--- src/rtl/word_compare_unit.sv ---
// word_compare_unit: serial target/guess word comparator producing match qualifiers for the scorer
module word_compare_unit #(
  parameter int CHAR_W   = 8,
  parameter int WORD_LEN = 8
) (
  input  logic                       Clk,
  input  logic                       Reset_n,
  input  logic                       LoadTarget,
  input  logic [CHAR_W*WORD_LEN-1:0] TargetWord,
  input  logic                       Start,
  input  logic [CHAR_W*WORD_LEN-1:0] GuessWord,
  output logic                       Busy,
  output logic                       Done,
  output logic                       FullMatch,
  output logic                       FirstHalf,
  output logic                       SecondHalf,
  output logic                       Flag,
  output logic [7:0]                 AttemptCount
);
  localparam int W  = CHAR_W * WORD_LEN;
  localparam int IW = $clog2(WORD_LEN);
  typedef enum logic {IDLE, COMPARE} state_t;
  state_t state_q, state_d;
  logic [W-1:0] target_q, target_d, guess_q, guess_d;
  logic [IW-1:0] idx_q, idx_d;
  logic miss_first_q, miss_first_d, miss_second_q, miss_second_d;
  logic done_q, done_d, full_q, full_d, first_q, first_d, second_q, second_d, flag_q, flag_d;
  logic [7:0] cnt_q, cnt_d;
  logic mis, lo, last, first_ok, second_ok;
  always_comb begin
    mis           = guess_q[idx_q*CHAR_W +: CHAR_W] != target_q[idx_q*CHAR_W +: CHAR_W];
    lo            = idx_q < IW'(WORD_LEN / 2);
    last          = idx_q == IW'(WORD_LEN - 1);
    first_ok      = !(miss_first_q | (mis & lo));
    second_ok     = !(miss_second_q | (mis & !lo));
    state_d       = state_q;
    target_d      = target_q;
    guess_d       = guess_q;
    idx_d         = idx_q;
    miss_first_d  = miss_first_q;
    miss_second_d = miss_second_q;
    done_d        = 1'b0;
    full_d        = full_q;
    first_d       = first_q;
    second_d      = second_q;
    flag_d        = flag_q;
    cnt_d         = cnt_q;
    // LoadTarget takes priority in both states, aborting any compare in flight
    if (LoadTarget) begin
      state_d  = IDLE;
      target_d = TargetWord;
      cnt_d    = 8'd0;
      full_d   = 1'b0;
      first_d  = 1'b0;
      second_d = 1'b0;
      flag_d   = 1'b0;
    end else if (state_q == IDLE) begin
      if (Start) begin
        state_d       = COMPARE;
        guess_d       = GuessWord;
        idx_d         = '0;
        miss_first_d  = 1'b0;
        miss_second_d = 1'b0;
      end
    end else begin
      miss_first_d  = !first_ok;
      miss_second_d = !second_ok;
      idx_d         = last ? idx_q : idx_q + IW'(1);
      if (last) begin
        state_d  = IDLE;
        done_d   = 1'b1;
        first_d  = first_ok;
        second_d = second_ok;
        full_d   = first_ok & second_ok;
        flag_d   = cnt_q == 8'd0;
        cnt_d    = cnt_q + {7'd0, cnt_q != 8'hff};
      end
    end
  end
  always_ff @(posedge Clk or negedge Reset_n) begin
    if (!Reset_n) begin
      state_q       <= IDLE;
      target_q      <= '0;
      guess_q       <= '0;
      idx_q         <= '0;
      miss_first_q  <= 1'b0;
      miss_second_q <= 1'b0;
      done_q        <= 1'b0;
      full_q        <= 1'b0;
      first_q       <= 1'b0;
      second_q      <= 1'b0;
      flag_q        <= 1'b0;
      cnt_q         <= 8'd0;
    end else begin
      state_q       <= state_d;
      target_q      <= target_d;
      guess_q       <= guess_d;
      idx_q         <= idx_d;
      miss_first_q  <= miss_first_d;
      miss_second_q <= miss_second_d;
      done_q        <= done_d;
      full_q        <= full_d;
      first_q       <= first_d;
      second_q      <= second_d;
      flag_q        <= flag_d;
      cnt_q         <= cnt_d;
    end
  end
  assign Busy         = state_q == COMPARE;
  assign Done         = done_q;
  assign FullMatch    = full_q;
  assign FirstHalf    = first_q;
  assign SecondHalf   = second_q;
  assign Flag         = flag_q;
  assign AttemptCount = cnt_q;
endmodule

--- config.mk ---
export PLATFORM = sky130hd
export DESIGN_NAME = word_compare_unit
export DESIGN_NICKNAME = d
export VERILOG_FILES = /design/src/rtl/word_compare_unit.sv
export SDC_FILE = /design/constraint.sdc
export NUM_CORES = 1
export LEC_CHECK = 0
export ABC_CLOCK_PERIOD_IN_PS = 4280
export BUFFER_PORTS_ARGS = -buffer_cell sky130_fd_sc_hd__buf_2
export CAP_MARGIN = 20
export CORE_MARGIN = 3
export CORE_UTILIZATION = 40
export DETAILED_ROUTE_END_ITERATION = 10
export MAX_ROUTING_LAYER = met4
export PLACE_DENSITY = 0.72
export SLEW_MARGIN = 20
export SYNTH_ARGS = -nofsm -noshare
export SYNTH_HDL_FRONTEND = slang
export SYNTH_SLANG_ARGS = --single-unit
--- constraint.sdc ---
create_clock -name Clk -period 4.28 [get_ports Clk]
set_input_delay 0.856 -clock Clk [delete_from_list [all_inputs] [get_ports Clk]]
set_output_delay 0.856 -clock Clk [all_outputs]
set_load 0.02 [all_outputs]
---- Word-level counts from Yosys, hierarchy flattened ----
Cells that the tools add are included.
storage, ports and cells
  bits in registers ....................... 147
  input bits .............................. 132
  word-level logic and storage cells ...... 67
cells by class
  add/subtract/negate cells ............... 2
  magnitude comparators ................... 1
  equality and inequality tests ........... 4
  shift operators ......................... 2
  multiplexer cells ....................... 28
  bitwise gates (word level) .............. 7
  reduce and logical (&&, ||, !) cells .... 11
operators with widths
  operator             count
  $shiftx 64x7->8      2
  $mux 8               3
  $mux 1               22
  $mux 3               3
  $add 8x1->8          1
  $logic_not 8->1      1
  $ne 8x8->1           1
  $ne 8x8->1 const B   1
  $reduce_and 3->1     2
  $reduce_bool 2->1    3
  $reduce_and 2->1     2
  $add 3x1->3 const B  1
  $and 1x1->1          3
  $eq 3x3->1 const B   1
  $logic_not 1->1      3
  $lt 3x3->1 const B   1
  $ne 2x2->1 const B   1
  $not 1->1            2
  $or 1x1->1           2

---- Longest topological paths before layout ----
  depth in word-level cells ............... 9
  depth in mapped cells ................... 9
  mapped depth without buffers ............ 8

---- Least setup slack after synthesis ----
Ideal clock, no wire load.
  kind .................................... input -> register
  from .................................... in LoadTarget
  to ...................................... reg guess_q[14]
  setup time .............................. 0.125 ns
  data arrival time ....................... 2.356 ns
  setup slack ............................. 1.799 ns
  stages on the path ...................... 5
  buffers on the path ..................... 3
  cell sequence ........................... clkbuf_1 > nor3b_1 > clkbuf_1 > buf_1 > mux2_2
between the ends
  word-level cells in the longest chain between the ends .. 2
RTL lines
  what                               line  source
  start: declaration                 8     input logic LoadTarget,
  $not 1->1 (no source line)         n/a
  $reduce_and 3->1 (no source line)  n/a
  end signal: assignment             97    guess_q <= guess_d;
  end: declaration                   24    logic [W-1:0] target_q, target_d, guess_q, guess_d;
No other way between the ends.
A chain may end at the register's enable or synchronous reset.

---- Worst setup path in the final report ----
  from .................................... reg idx_q[0]
  to ...................................... reg miss_second_q
between the ends
  word-level cells in the longest chain between the ends .. 5
RTL lines
  what                                           line    source
  start: declaration                             25      logic [IW-1:0] idx_q, idx_d;
  start signal: assignment                       98      idx_q <= idx_d;
  $shiftx 64x7->8 or $lt 3x3->1 (tied branches)  31, 32
  $ne 8x8->1 or $logic_not 1->1 (tied branches)  31, 35
  $and 1x1->1 *                                  35      second_ok = !(miss_second_q | (mis & !lo));
  $or 1x1->1 *                                   35
  $mux 1 *                                       57      end else if (state_q == IDLE) begin
  end signal: assignment                         100     miss_second_q <= miss_second_d;
  end: declaration                               26      logic miss_first_q, miss_first_d, miss_second_q, miss_second_d;
Mark *: on every way between the ends. The rest lies on a longest branch, timed or not.

==> results.yml <==
sta:
  rsz0062_at_grt: "no"
  setup_violations: 0
  post-route-period-util_pct: 68.0
  hold_viol: 0
  setup_tns_ns: 0
  relSlewSlack_pct: 31.5
  min_period_ns: 2.91
  skew_ns: 0.0112
  max_freq_ghz: 0.344
  tightest_slew_ns: 1.03
  final_max_slew_viol_count: 0
clocking:
  clkTransAtPathRegs_ns: 0.06
  clkLatencyLatePin_ns: 0.42
  cts_made_buffers: 17
  post-cts-setup-buffer-count: 0
  cts_root_buf: "clkbuf_16"
  cts_tree: "done"
  htreeDepth: 4
  ctsResizeCount: 0
  cts.sinks: 147
  holdBufCountCts: 0
  clk_path_buf_depth: 2
yosys:
  synthSimpleGateAreaFrac_pct: 3.59
  yosysSeqAreaShare_pct: 55.3
  synth.cell_area_um2: 6650
  synthMuxAreaShare_pct: 31.6
  synthCells: 446
  yosysTopAreaCell: "dfrtp_1"
  synth_top_family_by_area: "multiplexers"
  synthDistinctLibCells: 42
  ys_top_cells_by_area: "dfrtp_1 (55%), mux2_2 (17%), mux4_2 (8.5%)"
  synth-main-ff-cell: "dfrtp_1"
  synth-edff-count: 0
  syn-num-nets: 582
  synthAdderAreaFrac_pct: 0.752
  async_flop_share_pct: 100
  syn_avg_cell_area_um2: 14.9
  synth_compound_area_share_pct: 2.76
  synthXorXnorAreaFrac_pct: 4.21
  synth_top_area_share_pct: 55.3
  ys_seq_elements: 147
  yosys_warnings: 0
worst_setup_path:
  cp_slowest_stage_delay_ns: 0.80
  r2r-start: "idx_q[0]$_DFFE_PN0P_"
  worstPathCellList: "buf_4 -> mux4_2 -> xor2_1 -> nor3_1 -> nand4_1 -> o31a_1 -> a21bo_1"
  required_ns: 4.58
  crit_path_max_fanout: 20
  path_buf_inv: 1
  cp-end-kind: "flip-flop"
  r2r_setup_slack_ns: 1.37
  worstSetupPathType: "reg2reg"
  cp_data_arrival_time_ns: 3.21
  reg2reg_to: "miss_second_q$_DFFE_PN0P_"
  reg2reg_depth: 7
  slowest_stage: "dfrtp_2"
  critPathLaunchType: "flip-flop"
  critical_path.top_delay_family: "flip-flops"
final_layout:
  drive_gt1_share_pct: 51.6
  layout_commonest_cell: "dfrtp_1"
  fin_nets: 726
  fin_cells: 821
  area_growth_pct: 23.0
  mostFrequentLayoutCells: "dfrtp_1 (146), buf_2 (143), mux2_2 (100)"
  fillers: 1386
floorplanning:
  die_area_um2: 18200
  core_region_area_um2: 16100
  die_x_um: 135
  start_util_pct: 41.4
  io_pins: 146
  die_height_um: 135
  fp-row-count: 46
status:
  status: "finished, final reports clean"
power_and_ir_drop:
  leakage_uw: 0.00364
  max-vdd-ir-drop_v: 0.000317
  p_per_area_nw_per_um2: 468
global_route:
  grt_use_total_pct: 17.5
  antenna_found_initial: 2
  overflow: 0
  grt_pass1_vias: 4537
  grt_start_max_net_pins: 87
  grt_first_pass_wirelength_mm: 23.5
hold_path:
  hold_path_end: "target_q[52]$_DFFE_PN0P_"
  hp-start: "target_q[52]$_DFFE_PN0P_"
  hold_class: "reg2reg"
  hold-path-cell-count: 1
detailed_routing:
  wl_mm: 14.9
  drt_first_pass_iters: 4
  drc: 0
  wire_per_inst_um: 18.2
  drtAntennaViolNets: 0
  via_per_inst: 5.16
  drt_iter0_drc: 211
  dr_total_vias: 4235
placement:
  gp_congestion: 0.774
  dp_hpwl_mm: 10.8
  dp.cells: 787
  io_buffers: 145
run:
  max-cap-violations: 0
## synth_stat cells (3+ instances only)
library cell / count
a21oi_1: 6
a22o_1: 5
buf_1: 7
buf_2: 6
clkbuf_1: 10
dfrtp_1: 147
ha_1: 4
mux2_1: 30
mux2_2: 100
mux2i_1: 6
mux4_2: 25
nand2_1: 12
nand4_1: 5
nor2_1: 9
o21ai_0: 4
o22ai_1: 3
xnor2_1: 3
xor2_1: 29
## area by class of cell
cell class	count	area, um2	area share, %
inverter	4	15.0	0.183
antenna	2	5.00	0.0612
tap	216	270	3.30
sequential	147	3680	45.0
clock buffer	19	443	5.41
clock inverter	13	134	1.64
timing repair buffer	149	777	9.49
multi-input combinational	271	2860	34.9
## cell families (layout without fill, tap and decap cells)
kind of cell	after synthesis	in the layout
multiplexers	162	162
flip-flops	147	147
AND/OR/NAND/NOR	46	46
XOR/XNOR	32	32
buffers and inverters	28	185
AO/OA/AOI/OAI	27	27
adder cells (fa/ha/maj)	4	4
other	0	2
## metrics by stage
stage | worst slack (ns) | cell area [um2] | utilization (%) | hold WS (ns) | power [uW]
3_3_place_gp | 1.34 | 7600 | 47.3 | 0.462 | 2390
6_report | 1.37 | 8180 | 51.0 | 0.485 | 3830
5_1_grt | 1.15 | 8180 | 51.0 | 0.492 | 4020
4_1_cts | 1.26 | 8180 | 50.9 | 0.485 | 3870
3_5_place_dp | 1.29 | 7600 | 47.3 | 0.472 | 2430
2_1_floorplan | 1.80 | 6650 | - | 0.452 | 2190
## report_power, final
group | internal (uW) | leakage, uW | switching [uW]
Combinational | 403 | 0.00160 | 277
Sequential | 1580 | 0.00176 | 133
Clock | 870 | 0.000279 | 570
## worst max path at each step
stage | depth (start not counted) | endpoint | startpoint | slack (ns)
2_1_floorplan | 5 | guess_q[14]$_DFFE_PN0P_ | LoadTarget | 1.80
3_3_place_gp | 7 | miss_second_q$_DFFE_PN0P_ | idx_q[1]$_DFFE_PN0P_ | 1.34
3_5_place_dp | 7 | miss_second_q$_DFFE_PN0P_ | idx_q[1]$_DFFE_PN0P_ | 1.29
4_1_cts | 7 | miss_second_q$_DFFE_PN0P_ | idx_q[1]$_DFFE_PN0P_ | 1.26
5_1_grt | 7 | miss_second_q$_DFFE_PN0P_ | idx_q[1]$_DFFE_PN0P_ | 1.15
6_report | 7 | miss_second_q$_DFFE_PN0P_ | idx_q[0]$_DFFE_PN0P_ | 1.37
## layer usage
| layer | part of all wire [%] | global-route usage, % | vias to the layer above |
|---|---|---|---|
| li1 | - | - | 1926 |
| met1 | 43 | 22.5 | 2145 |
| met2 | 48 | 26.4 | 147 |
| met3 | 7.3 | 5.29 | 17 |
| met4 | 1.6 | 6.61 | 0 |
| met5 | 0 | - | - |
## state kept, by name (all words and copies together), names as in the netlist
| signal | count |
|---|---|
| guess_q | 64 |
| target_q | 64 |
| AttemptCount | 8 |
| idx_q | 3 |
| Busy | 1 |
| Done | 1 |
| FirstHalf | 1 |
| Flag | 1 |
| FullMatch | 1 |
| SecondHalf | 1 |
| miss_first_q | 1 |
| miss_second_q | 1 |
No activity file was read; power rests on OpenSTA's default activity.
